<file path="config.mk">
export PLATFORM = sky130hd
export DESIGN_NAME = graphics_bus_arbiter
export DESIGN_NICKNAME = d
export VERILOG_FILES = /design/src/rtl/graphics_bus_arbiter.sv
export SDC_FILE = /design/constraint.sdc
export NUM_CORES = 1
export LEC_CHECK = 0
export ABC_AREA = 1
export BUFFER_PORTS_ARGS = -buffer_cell sky130_fd_sc_hd__buf_2
export CAP_MARGIN = 10
export CORE_MARGIN = 5
export CORE_UTILIZATION = 50
export CTS_BUF_LIST = sky130_fd_sc_hd__clkbuf_2
export DETAILED_ROUTE_END_ITERATION = 16
export GPL_ROUTABILITY_DRIVEN = 0
export GPL_TIMING_DRIVEN = 0
export PLACE_DENSITY = 0.89
export SLEW_MARGIN = 5
export SYNTH_ARGS = -nofsm -noshare
export SYNTH_HDL_FRONTEND = slang
export SYNTH_SLANG_ARGS = --single-unit
</file>
<file path="constraint.sdc">
create_clock -name clk -period 2.8 [get_ports clk]
set_input_delay 0 -clock clk [delete_from_list [all_inputs] [get_ports clk]]
set_output_delay 0 -clock clk [all_outputs]
set_load 0.01 [all_outputs]
</file>
<file path="src/rtl/graphics_bus_arbiter.sv">
// Two-requester round-robin arbiter that serialises register writes into the graphics engine.
// Optional frame lock (macro GFX_ARB_FRAME_LOCK_EN) holds granted writes until vertical blanking.
module graphics_bus_arbiter #(
  parameter int DATA_W = 16,
  parameter int ADDR_W = 4
) (
  input  logic              clk,
  input  logic              rst,
  input  logic              req0,
  input  logic [ADDR_W-1:0] addr0,
  input  logic [DATA_W-1:0] data0,
  output logic              ack0,
  input  logic              req1,
  input  logic [ADDR_W-1:0] addr1,
  input  logic [DATA_W-1:0] data1,
  output logic              ack1,
  input  logic              vblank,
  output logic              chipselect,
  output logic [ADDR_W-1:0] data_address,
  output logic [DATA_W-1:0] databus,
  output logic              busy,
  output logic [15:0]       wr_count,
  output logic [1:0]        state_dbg
);

  localparam logic [1:0] IDLE    = 2'd0;
  localparam logic [1:0] WAIT_VB = 2'd1;
  localparam logic [1:0] WRITE   = 2'd2;
  localparam logic [1:0] GAP     = 2'd3;

  logic [1:0]        state;
  logic              last_grant;
  logic              lat_id;
  logic [ADDR_W-1:0] lat_addr;
  logic [DATA_W-1:0] lat_data;
  logic              win_id;
  logic              gate_open;

`ifdef GFX_ARB_FRAME_LOCK_EN
  assign gate_open = vblank;
`else
  logic vblank_unused;
  assign vblank_unused = vblank;
  assign gate_open     = 1'b1;
`endif

  // Handshake: reqN is a valid held with stable addr/data; ackN is the one-cycle ready/commit pulse.
  // A req still high after its ack is a fresh request.
  assign win_id = req1 & (~req0 | ~last_grant);

  always_ff @(posedge clk) begin
    if (rst) begin
      state      <= IDLE;
      last_grant <= 1'b1;
      lat_id     <= 1'b0;
      lat_addr   <= '0;
      lat_data   <= '0;
      wr_count   <= 16'h0000;
    end else begin
      case (state)
        IDLE: begin
          if (req0 || req1) begin
            lat_id   <= win_id;
            lat_addr <= win_id ? addr1 : addr0;
            lat_data <= win_id ? data1 : data0;
            state    <= gate_open ? WRITE : WAIT_VB;
          end
        end
        WAIT_VB: begin
          if (gate_open) state <= WRITE;
        end
        WRITE: begin
          last_grant <= lat_id;
          if (wr_count != 16'hFFFF) wr_count <= wr_count + 16'h0001;
          state <= GAP;
        end
        GAP:     state <= IDLE;
        default: state <= IDLE;
      endcase
    end
  end

  // Bus is forced to zero outside the strobe cycle so the engine never sees stale values.
  always_comb begin
    chipselect   = (state == WRITE);
    data_address = chipselect ? lat_addr : '0;
    databus      = chipselect ? lat_data : '0;
    ack0         = chipselect & ~lat_id;
    ack1         = chipselect & lat_id;
    busy         = (state != IDLE);
    state_dbg    = state;
  end

endmodule

</file>
=== After elaboration in Yosys (flattened, before gate mapping) ===
Index checks and enable logic that the tools add are counted.

* Register bits: 40
* Bits in latches: 0
* RAM bits: 0
* ROM bits: 0
* Output and inout bits: 42
* Logic and storage cells: 30
* Memories: 0

* Add/sub/neg operators: 1
* Multipliers: 0
* Div/mod/pow operators: 0
* $lt $le $gt $ge: 0
* Equality and inequality tests: 5
* Shift-type cells: 0
* Muxes and demuxes: 6
* Bitwise operators: 7
* Reduce and logical (&&, ||, !) cells: 5

{| class="wikitable"
|+ Operators by type and width
! kind !! number
|-
| 2-to-1 mux 16 bit || 2
|-
| adder 16 x 1 -> 16 bit (second input constant) || 1
|-
| inequality test 16 bit (second input constant) || 1
|-
| 2-to-1 mux 4 bit || 2
|-
| one-hot mux 2 bit (4 select lines) || 1
|-
| == test 2 bit (second input constant) || 2
|-
| AND reduction 2 bit || 2
|-
| AND 1 bit || 3
|-
| inverter 1 bit || 3
|-
| == test 2 x 1 -> 1 bit (second input constant) || 1
|-
| zero test 2 bit || 1
|-
| 2-to-1 mux 2 bit || 1
|-
| inequality test 2 bit (second input constant) || 1
|-
| nonzero test 2 bit || 1
|-
| logical OR 1 bit || 1
|-
| OR 1 bit || 1
|}

=== Logic depth before layout (Yosys ltp) ===
Gate-level depths: netlist of the first run.

* Word-level depth: 4
* Depth in mapped cells: 11
* Gate-level depth less buffers: 10

=== Worst setup path before layout of the first run ===
Ideal clock, no wire load.

* Path type: reg2reg
* From: register wr_count[0]
* To: register wr_count[13]
* Setup time: 128 ps
* Arrival time: 1339 ps
* Required time: 2672 ps
* Setup slack: 1333 ps
* Cell stages (with the launch flop): 12
* Buffers on the path: 1
* Path through: dfxtp_1 -> ha_1 -> inv_1 -> nor2_1 -> nand2_1 -> inv_1 -> nand2_2 -> buf_6 -> nand3_1 -> nand2_1 -> nand2_1 -> nor2_1

* Word-level cells in the longest chain between the ends: 2
* Elaborated cells between the ends (all ways): 3
* Those cells by class: add/sub (1); eq/ne (1); reduce/logical (1)

{| class="wikitable"
|+ Ends and longest elaborated chain
! what !! line !! RTL
|-
| start: declaration || 22 || <nowiki>output logic [15:0] wr_count,</nowiki>
|-
| start signal: assignment || 74 || <nowiki>if (wr_count != 16'hFFFF) wr_count <= wr_count + 16'h0001;</nowiki>
|-
| parallel branches: the longest is 2 deep, another holds adder 16 x 1 -> 16 bit || - ||
|}

Several ways; the timed one is not identified.
A chain may end at the register's enable or synchronous reset.

=== Final worst setup path of the first run ===
* From: register state[1], in the netlist state_dbg[1]
* To: register lat_data[14]

* Word-level cells in the longest chain between the ends: 2

{| class="wikitable"
|+ Ends and longest elaborated chain
! what !! line !! RTL
|-
| start: declaration || 31 || <nowiki>logic [1:0] state;</nowiki>
|-
| start signal: assignment || 66 || <nowiki>state <= gate_open ? WRITE : WAIT_VB;</nowiki>
|-
| zero test 2 bit || 60 || <nowiki>case (state)</nowiki>
|-
| AND reduction 2 bit (no source line) || - ||
|-
| end signal: assignment || 65 || <nowiki>lat_data <= win_id ? data1 : data0;</nowiki>
|-
| end: declaration || 35 || <nowiki>logic [DATA_W-1:0] lat_data;</nowiki>
|}

No other way between the ends.

==> results.sh, run 1 <==
export IMPL_status="completed"
export IMPL_hold_path_class="input pin to flip-flop"
export IMPL_wl_per_cell_microns=16.0
export IMPL_grt_max_degree=13
export IMPL_synth_nets=376
export IMPL_min_period_over_period_pct=73.9
export IMPL_htree_levels=2
export IMPL_ys_seq_area_share_pct=38.5
export IMPL_drt_wl_total_microns=8270
export IMPL_cts_buffers=5
export IMPL_drv_cap=0
export IMPL_clockPowerShare_pct=20.8
export IMPL_path_delay_family="buffers and inverters"
export IMPL_ys_top_cells_by_area="dfxtp_1 38%, nand2_1 17%, nor2_1 9.7%"
export IMPL_reg2reg_to="lat_data[14]$_SDFFE_PP0P_"
export IMPL_ioPinCount=87
export IMPL_layout_nets=511
export IMPL_worst_setup_path_start_kind="flip-flop"
export IMPL_cts_resized_gates=0
export IMPL_worst_ep_arrival_time_ns=2.45
export IMPL_stdcell_area_sq_mm=0.00304
export IMPL_rsz0062_at_grt="false"
export IMPL_initial_core_util_pct=51.7
export IMPL_use_met2_pct=53.1
export IMPL_max_vdd_ir_drop_mv=0.235
export IMPL_met3_usage_pct=9.46
export IMPL_hold_path_end="last_grant$_SDFFE_PP1P_"
export IMPL_p_leak_nw=1.50
export IMPL_vias_per_cell=5.72
export IMPL_synth_top_area_share_pct=38.5
export IMPL_first_global_vias=2920
export IMPL_synth_largest_area_cell="dfxtp_1"
export IMPL_crit_buf_inv=2
export IMPL_drt_antenna_violating_nets=0
export IMPL_layout_drive_gt1_share_pct=22.5
export IMPL_critPathCaptureType="flip-flop"
export IMPL_ff2ff_setup_slack_ns=0.73
export IMPL_slew_viol_final=0
export IMPL_hold_depth=4
export IMPL_fmax_mhz=483
export IMPL_area_growth_pct=46.0
export IMPL_die_area_sq_mm=0.00555
export IMPL_syn_mean_instance_area_sq_um=6.31
export IMPL_post_cts_setup_buffers=0
export IMPL_seq_power_share_pct=52.1
export IMPL_hold_viol=0
export IMPL_core_rowCount=23
export IMPL_ys_ff_latch=40
export IMPL_clkTransAtPathRegs_ns=0.24
export IMPL_grt_use_total_pct=31.8
export IMPL_grt_pass1_wl_microns=13600
export IMPL_setup_violations_final=0
export IMPL_finClkSkew_ns=0.0391
export IMPL_switching_share_pct=33.7
export IMPL_dp_cells=465
export IMPL_synth_area_sq_mm=0.00208
export IMPL_finalSetupTns_ns=0
export IMPL_cts_sinks=40
export IMPL_slowest_delay_ns=0.61
export IMPL_power_density_mw_per_mm2=403
export IMPL_drc=0
export IMPL_power_mw=1.23
export IMPL_synth_edf_count=0
export IMPL_synth_cell_types=25
export IMPL_cp_startpoint="state_dbg[1]$_SDFFE_PP0P_"
export IMPL_clk_latency_ns=0.42
export IMPL_cp_required_ns=3.18
export IMPL_diodes=0
export IMPL_yosys_warnings=0
export IMPL_antenna_found_initial=0
export IMPL_power_switching_mw=0.412
export IMPL_maxSlewHeadroom_pct=63.7
export IMPL_grt_overflow=0
export IMPL_reg2reg_from="state_dbg[1]$_SDFFE_PP0P_"
export IMPL_hpwl_microns=4320
export IMPL_dpl_cell_area_sq_mm=0.00257
export IMPL_core_area_sq_mm=0.00403
export IMPL_port_buffers=85
export IMPL_clock_root_buffer="clkbuf_2"
export IMPL_async_reset_ff_share_pct=0
export IMPL_crit_path_cell_trace="or2_4 > nor2_4 > buf_2 > o21ai_0 > a31oi_1 > dlygate4sd3_1"
export IMPL_die_w_microns=74.5
export IMPL_layoutNonFillerInstCount=516
export IMPL_die_y_microns=74.5
export IMPL_dr_first_iter_drc_count=236
export IMPL_cts_tree="done"
export IMPL_power_frac_comb_pct=27.1
export IMPL_ctsHoldBuffers=43
export IMPL_finalCriticalPeriod_ns=2.07
export IMPL_vias=2951
export IMPL_p_int_mw=0.813
export IMPL_clockBufferDepth=2
export IMPL_critPathKind="flip-flop to flip-flop"
export IMPL_first_pass_iters=7
export IMPL_hold_path_startpoint="rst"
export IMPL_tightest_slew_ns=0.540
export IMPL_cp_slowest_cell="dlygate4sd3_1"
export IMPL_grt_busiest_layer="met2"
export IMPL_synth_cells=330
export IMPL_ys_flop_type="dfxtp_1"
export IMPL_crit_fanout=10
export IMPL_gr_usage_met1_pct=37.7
export IMPL_rr_worst_depth=6
[worst max path at each step]
stage                                end  cells after the start
4_1_cts         lat_data[6]$_SDFFE_PP0P_                      7
5_1_grt         lat_data[0]$_SDFFE_PP0P_                      6
2_1_floorplan  wr_count[13]$_SDFFE_PP0P_                     11
3_5_place_dp   wr_count[13]$_SDFFE_PP0P_                     11
3_3_place_gp   wr_count[15]$_SDFFE_PP0P_                      8
6_report       lat_data[14]$_SDFFE_PP0P_                      6
[per-layer routing]
layer / up-vias / wire, microns / share of wire [%]
met3: 46 / 994 / 12
met2: 236 / 3840 / 46
li1: 1329 / - / -
met1: 1340 / 3070 / 37
met5: - / 0 / 0
met4: 0 / 359 / 4.3
[cell usage in the layout (no fill, tap or decap), drive strengths merged]
master	n
nand4	5
clkbuf	15
clkinv	3
ha	1
a31oi	21
nand2	95
o21ai	25
xor2	1
nor3	3
a211oi	1
inv	40
o21bai	1
nand3	13
nor2	57
or2	1
dfxtp	40
nand3b	2
buf	90
dlygate4sd3	43
a21oi	9
[flip-flops by register name, summed over array words and instances (netlist names)]
register and flops:
lat_id 1, lat_data 16, lat_addr 4, state_dbg 2, wr_count 16, last_grant 1
[worst reg2reg max path, cell delays in order, from the launching register on]
cell	delay, ns
dfxtp_1	0.40
or2_4	0.28
nor2_4	0.14
buf_2	0.25
o21ai_0	0.14
a31oi_1	0.21
dlygate4sd3_1	0.61
[power by group through the flow]
stage | Clock, mW | Sequential (mW) | Combinational [mW]
floorplan | 0 | 0.640 | 0.138
global placement | 0 | 0.640 | 0.227
detailed placement | 0 | 0.643 | 0.231
CTS | 0.249 | 0.631 | 0.296
global route | 0.277 | 0.641 | 0.357
finish | 0.255 | 0.638 | 0.332
[cell type report]
cell class	instances	area [sq um]
multi-input cells	235	1060
fillers	285	990
repair buffers	128	856
flip-flops and latches	40	801
inverters	40	150
plain buffers	15	70.1
well taps	50	62.6
clock buffers	5	25.0
clock inverters	3	13.8
[per-stage QoR]
stage               hold slack, ns  setup slack, ns  util, %
floorplan                    0.152             1.33        -
global placement             0.265             1.27     63.8
detailed placement           0.274             1.19     63.8
CTS                         0.0258            0.901     75.4
global route                0.0610            0.615     75.4
finish                      0.0536            0.731     75.4
[synth_stat cells (3+ instances only)]
cell type	number
o21ai_0	24
nand2_1	93
nand3_1	13
a31oi_1	21
buf_2	4
nor3_1	3
clkbuf_1	9
inv_1	39
a21oi_1	9
dfxtp_1	40
nor2_1	54
nand4_1	5
[cells by family (layout without fill, tap and decap cells)]
logic type	count (synthesis)	count (layout)	share of synthesized area, %
and+or+nand+nor	176	176	34.7
xor gates and xnor gates	1	1	0.421
adders and majority gates	1	1	0.601
buffers and inverters	55	191	10.6
AOI/OAI and AO/OA	57	57	15.2
DFF	40	40	38.5
No activity file was read; power rests on OpenSTA's default activity.
==> run 2: changes to the inputs <==
- ABC_AREA: 1 -> 0
- CORE_UTILIZATION: 50 -> 49
- PLACE_DENSITY: 0.89 -> 0.88
- clock period: 2.8 -> 2.1 ns (I/O delays scaled with it)
==> run 2 against run 1 <==
Net effect: first-iteration DRC count down 25%; maximum frequency rose by 2.5%; non-clock buffer count shrank 3; synthesized cell count is 31% lower; hold slack lost 0.011 ns; area after synthesis decreased by 2.0%; flip-flop and latch count did not move; register-to-register slack lost 0.65 ns; final area shrank 1.9%; highest routed layer unchanged.
==> results.sh, run 2 <==
export IMPL_ioPinCount=87
export IMPL_first_global_vias=2346
export IMPL_cts_tree="done"
export IMPL_wl_per_cell_microns=16.7
export IMPL_die_w_microns=74.5
export IMPL_setup_violations_final=0
export IMPL_reg2reg_to="lat_data[11]$_SDFFE_PP0P_"
export IMPL_slew_viol_final=0
export IMPL_synth_top_cells_by_count="40 x dfxtp_1, 28 x nor2_1, 22 x and2_1, 22 x mux2i_1, 20 x a211oi_1"
export IMPL_ys_top_cells_by_area="dfxtp_1 39%, mux2i_1 11%, a211oi_1 7.4%"
export IMPL_rsz0062_at_grt="false"
export IMPL_initial_core_util_pct=50.6
export IMPL_drt_wl_total_microns=6840
export IMPL_drc=0
export IMPL_clockBufferDepth=2
export IMPL_cp_startpoint="last_grant$_SDFFE_PP1P_"
export IMPL_rr_worst_depth=5
export IMPL_critPathKind="flip-flop to flip-flop"
export IMPL_syn_mean_instance_area_sq_um=8.98
export IMPL_hold_viol=0
export IMPL_dr_first_iter_drc_count=176
export IMPL_holdWs_ns=0.0429
export IMPL_layout_nets=406
export IMPL_finClkSkew_ns=0.0289
export IMPL_cts_sinks=40
export IMPL_htree_levels=2
export IMPL_clk_latency_ns=0.41
export IMPL_worst_ep_arrival_time_ns=2.34
export IMPL_min_period_over_period_pct=96.1
export IMPL_grt_use_total_pct=25.8
export IMPL_p_leak_nw=1.38
export IMPL_die_y_microns=74.5
export IMPL_first_pass_iters=4
export IMPL_ys_ff_latch=40
export IMPL_worst_setup_path_start_kind="flip-flop"
export IMPL_area_growth_pct=46.3
export IMPL_critPathCaptureType="flip-flop"
export IMPL_vias=2283
export IMPL_grt_pass1_wl_microns=10900
export IMPL_synth_largest_area_cell="dfxtp_1"
export IMPL_finalSetupTns_ns=0
export IMPL_yosys_warnings=0
export IMPL_largestRegisters="lat_data (16), wr_count (16), lat_addr (4)"
export IMPL_core_rowCount=23
export IMPL_diodes=0
export IMPL_drt_antenna_violating_nets=0
export IMPL_synth_most_common_cell="dfxtp_1"
export IMPL_met3_usage_pct=5.68
export IMPL_synth_cell_types=38
export IMPL_hpwl_microns=3970
export IMPL_synth_edf_count=0
export IMPL_vias_per_cell=5.57
export IMPL_final_cell_mix="84 x buf_2, 42 x dlygate4sd3_1, 40 x dfxtp_1"
export IMPL_post_cts_setup_buffers=0
export IMPL_fmax_mhz=495
export IMPL_tightest_slew_ns=0.518
export IMPL_power_density_mw_per_mm2=525
export IMPL_cts_buffers=5
export IMPL_maxSlewHeadroom_pct=65.5
export IMPL_cp_endpoint="lat_data[11]$_SDFFE_PP0P_"
export IMPL_status="completed"
export IMPL_crit_fanout=10
export IMPL_async_reset_ff_share_pct=0
export IMPL_cp_required_ns=2.42
export IMPL_finalCriticalPeriod_ns=2.02
export IMPL_ys_flop_type="dfxtp_1"
export IMPL_layout_drive_gt1_share_pct=30.0
export IMPL_synth_cells=227
export IMPL_reg2reg_from="last_grant$_SDFFE_PP1P_"
export IMPL_ff2ff_setup_slack_ns=0.08
export IMPL_grt_overflow=0
export IMPL_drv_cap=0
export IMPL_ys_seq_area_share_pct=39.3
export IMPL_clock_root_buffer="clkbuf_2"
export IMPL_gr_usage_met1_pct=29.3
export IMPL_antenna_found_initial=0
export IMPL_final_common_cell="buf_2"
export IMPL_port_buffers=84
export IMPL_synth_nets=273
export IMPL_clkTransAtPathRegs_ns=0.21
export IMPL_hold_path_class="input pin to flip-flop"
export IMPL_grt_busiest_layer="met2"
export IMPL_synth_area_sq_mm=0.00204
export IMPL_grt_max_degree=12
export IMPL_setup_slack_ns=0.0817
export IMPL_dpl_worst_slack_ns=0.236
export IMPL_die_area_sq_mm=0.00555
export IMPL_synth_top_area_share_pct=39.3
export IMPL_use_met2_pct=45.4
export IMPL_max_vdd_ir_drop_mv=0.353
export IMPL_core_area_sq_mm=0.00403
==> run 2: cell types whose count changed in the layout (fill, tap and decap cells not counted), sizes merged, moves of 4 or more <==
cell	before	now
o31ai	0	7
nand3	13	5
mux2i	0	22
nand2	95	6
and2	0	22
a21oi	9	13
or4	0	7
o21ai	25	4
nor2	57	28
inv	40	5
a211oi	1	20
a31oi	21	2
buf	90	85
==> run 2: worst min-delay path by stage <==
stage          from                   endpoint  slack, ns  depth (start not counted)
5_1_grt         rst  wr_count[15]$_SDFFE_PP0P_       0.04                          3
3_3_place_gp   req1  state_dbg[1]$_SDFFE_PP0P_       0.30                          3
4_1_cts         rst   wr_count[1]$_SDFFE_PP0P_      0.009                          3
2_1_floorplan  req1  state_dbg[1]$_SDFFE_PP0P_       0.19                          2
3_5_place_dp   req1  state_dbg[1]$_SDFFE_PP0P_       0.33                          3
6_report        rst   wr_count[0]$_SDFFE_PP0P_       0.04                          3
==> run 2: cells by family (layout without fill, tap and decap cells) <==
kind of cell               after synthesis  in the layout  synth area share (%)
AOI/OAI and AO/OA                       50             50                  16.4
adders and majority gates                1              1                 0.613
buffers and inverters                   19            152                  3.99
DFF                                     40             40                  39.3
muxes                                   24             24                  12.1
and+or+nand+nor                         93             93                  27.6
==> run 2: worst max-delay path, stage by stage (launching register included) <==
cell and delay, ns:
dfxtp_1 0.36, a21boi_1 0.24, clkbuf_4 0.33, mux2i_1 0.10, dlygate4sd3_1 0.58, a211oi_1 0.33
==> run 2: metrics by stage <==
| stage | cell area [sq um] | utilization, % | total power [mW] | cells |
|---|---|---|---|---|
| after floorplan | 2040 | - | 1.03 | 227 |
| after global placement | 2520 | 62.6 | 1.14 | 361 |
| final | 2980 | 74.0 | 1.57 | 410 |
| after detailed placement | 2520 | 62.6 | 1.15 | 361 |
| after global routing | 2980 | 74.0 | 1.64 | 410 |
| after CTS | 2980 | 73.9 | 1.54 | 410 |
==> run 2: repair_timing <==
item                       in CTS  in global routing
setup endpoints to repair       0                 22
hold endpoints to repair       22                  0
resized for setup               0                  6
hold buffers                   42                  0
==> run 2: layout make-up <==
class	count	area, sq um
plain buffers	14	70.1
clock buffers	5	25.0
clock inverters	2	7.51
fillers	282	1050
inverters	5	18.8
multi-input cells	168	1160
flip-flops and latches	40	801
well taps	50	62.6
repair buffers	126	841
==> run 2: layer usage <==
metal,vias up,part of all wire [%]
li1,1090,-
met1,1051,38
met2,115,51
met3,27,7.2
met4,0,4.4
met5,-,0
==> run 2: where the power goes <==
group          total [mW]  internal (mW)  leakage (nW)  switching (mW)
logic               0.402          0.206          1.02           0.197
registers           0.843          0.811         0.328          0.0315
clock network       0.322         0.0687        0.0239           0.253
total                1.57           1.09          1.38           0.481
==> run 3: changes to the inputs <==
- RECOVER_POWER: unset -> 100
==> run 3 against run 2 <==
Net effect: die area unchanged; total power about the same; utilization down 1.0 points; first-iteration DRC count down 15%; sequential share of layout area up 0.38 points; flip-flop and latch count unchanged; clock power up 2%; final area down 1.4%; critical path type unchanged; critical endpoint unchanged.
==> results.sh, run 3 (same netlist as run 2, synthesis figures left out) <==
export IMPL_cts_buffers=5
export IMPL_power_density_mw_per_mm2=533
export IMPL_crit_fanout=10
export IMPL_die_y_microns=74.5
export IMPL_clock_root_buffer="clkbuf_2"
export IMPL_dpl_cell_area_sq_mm=0.00252
export IMPL_critPathCaptureType="flip-flop"
export IMPL_largestRegisters="lat_data (16), wr_count (16), lat_addr (4)"
export IMPL_finalSetupTns_ns=0
export IMPL_critPathKind="flip-flop to flip-flop"
export IMPL_worst_ep_arrival_time_ns=2.31
export IMPL_grt_overflow=0
export IMPL_drt_wl_total_microns=6810
export IMPL_antenna_found_initial=0
export IMPL_holdWs_ns=0.0447
export IMPL_cp_required_ns=2.41
export IMPL_hold_path_class="input pin to flip-flop"
export IMPL_die_w_microns=74.5
export IMPL_final_cell_mix="57 x buf_2, 42 x dlygate4sd3_1, 40 x dfxtp_1"
export IMPL_core_area_sq_mm=0.00403
export IMPL_final_core_util_pct=73.0
export IMPL_hold_depth=3
export IMPL_worst_setup_path_start_kind="flip-flop"
export IMPL_initial_core_util_pct=50.6
export IMPL_setup_slack_ns=0.0997
export IMPL_stdcell_area_sq_mm=0.00294
export IMPL_area_growth_pct=44.2
export IMPL_grt_max_degree=12
export IMPL_port_buffers=84
export IMPL_ioPinCount=87
export IMPL_p_leak_nw=1.25
export IMPL_vias=2316
export IMPL_rr_worst_depth=5
export IMPL_seq_power_share_pct=53.8
export IMPL_power_frac_comb_pct=25.3
export IMPL_tightest_slew_ns=0.529
export IMPL_final_common_cell="buf_2"
export IMPL_clockBufferDepth=2
export IMPL_die_area_sq_mm=0.00555
export IMPL_power_switching_mw=0.487
export IMPL_min_period_over_period_pct=95.3
export IMPL_diodes=0
export IMPL_switching_share_pct=31.1
export IMPL_cts_sinks=40
export IMPL_dpl_worst_slack_ns=0.236
export IMPL_grt_pass1_wl_microns=10900
export IMPL_clockPowerShare_pct=20.9
export IMPL_core_rowCount=23
export IMPL_vias_per_cell=5.65
export IMPL_dr_first_iter_drc_count=150
export IMPL_max_vdd_ir_drop_mv=0.357
export IMPL_grt_use_total_pct=25.8
export IMPL_first_pass_iters=4
export IMPL_maxSlewHeadroom_pct=64.8
export IMPL_htree_levels=2
export IMPL_status="completed"
export IMPL_reg2reg_from="last_grant$_SDFFE_PP1P_"
export IMPL_finalCriticalPeriod_ns=2.00
export IMPL_clk_latency_ns=0.41
export IMPL_setup_violations_final=0
export IMPL_clkTransAtPathRegs_ns=0.21
export IMPL_reg2reg_to="lat_data[11]$_SDFFE_PP0P_"
export IMPL_drt_antenna_violating_nets=0
export IMPL_wl_per_cell_microns=16.6
export IMPL_ff2ff_setup_slack_ns=0.1
export IMPL_drv_cap=0
export IMPL_hold_path_end="wr_count[0]$_SDFFE_PP0P_"
export IMPL_hpwl_microns=3970
export IMPL_layout_nets=406
export IMPL_rsz0062_at_grt="false"
export IMPL_hold_path_startpoint="rst"
export IMPL_hold_viol=0
export IMPL_finClkSkew_ns=0.0369
export IMPL_first_global_vias=2346
export IMPL_p_int_mw=1.08
export IMPL_fmax_mhz=500
export IMPL_fill_cells=305
export IMPL_cts_tree="done"
export IMPL_layout_drive_gt1_share_pct=21.9
export IMPL_drc=0
export IMPL_slew_viol_final=0
-- run 3: changes by cell type in the layout (fill, tap and decap cells not counted) --
cell      before  now
and4_2         2    1
and4_1         0    1
and2_0         0   15
buf_2         84   57
and2_1        22    7
nor4_2         1    0
clkbuf_1       9   36
nor4_1         0    1
-- run 3: through the flow --
step	std cells	total power [mW]
floorplan	227	1.03
global placement	361	1.14
detailed placement	361	1.15
CTS	410	1.54
global route	410	1.64
finish	410	1.57
-- run 3: critical path, cell delays in order (launching register included) --
cell and delay [ns]:
dfxtp_1 0.36, a21boi_1 0.24, clkbuf_4 0.33, mux2i_1 0.10, dlygate4sd3_1 0.58, a211oi_1 0.33
-- run 3: routing by layer --
| layer | global-route usage (%) | up-vias | share of wire (%) |
|---|---|---|---|
| met5 | 0 | - | 0 |
| met4 | 12.6 | 0 | 4.5 |
| met3 | 5.68 | 29 | 8.0 |
| met2 | 45.4 | 131 | 51 |
| met1 | 29.3 | 1057 | 37 |
| li1 | - | 1099 | - |
-- run 3: final cells by class --
type	instances	area, sq um	share of cell area [%]
multi-input combinational	168	1150	39.1
timing repair buffer	126	807	27.4
sequential	40	801	27.2
buffer	14	70.1	2.38
tap	50	62.6	2.13
clock buffer	5	25.0	0.851
inverter	5	18.8	0.638
clock inverter	2	7.51	0.255
-- run 3: power groups by stage --
stage	Clock [mW]	Sequential [mW]	Combinational, mW
2_1_floorplan	0	0.851	0.184
4_1_cts	0.326	0.840	0.373
3_5_place_dp	0	0.856	0.295
5_1_grt	0.355	0.849	0.431
3_3_place_gp	0	0.853	0.288
6_report	0.328	0.843	0.396
-- run 3: how the worst max path moves through the flow --
stage,from,to,depth (start not counted)
floorplan,wr_count[0]$_SDFFE_PP0P_,wr_count[15]$_SDFFE_PP0P_,6
global route,last_grant$_SDFFE_PP1P_,lat_data[14]$_SDFFE_PP0P_,5
CTS,state_dbg[1]$_SDFFE_PP0P_,databus[6],5
finish,last_grant$_SDFFE_PP1P_,lat_data[11]$_SDFFE_PP0P_,5
detailed placement,wr_count[0]$_SDFFE_PP0P_,wr_count[15]$_SDFFE_PP0P_,6
global placement,wr_count[0]$_SDFFE_PP0P_,wr_count[15]$_SDFFE_PP0P_,6
-- run 3: what timing repair did --
| item | CTS | global route |
|---|---|---|
| endpoints found under the setup margin | 0 | 22 |
| resized for setup | 0 | 6 |
| hold buffers | 42 | 0 |
| hold endpoints to repair | 22 | 0 |
| setup buffers | 0 | 0 |
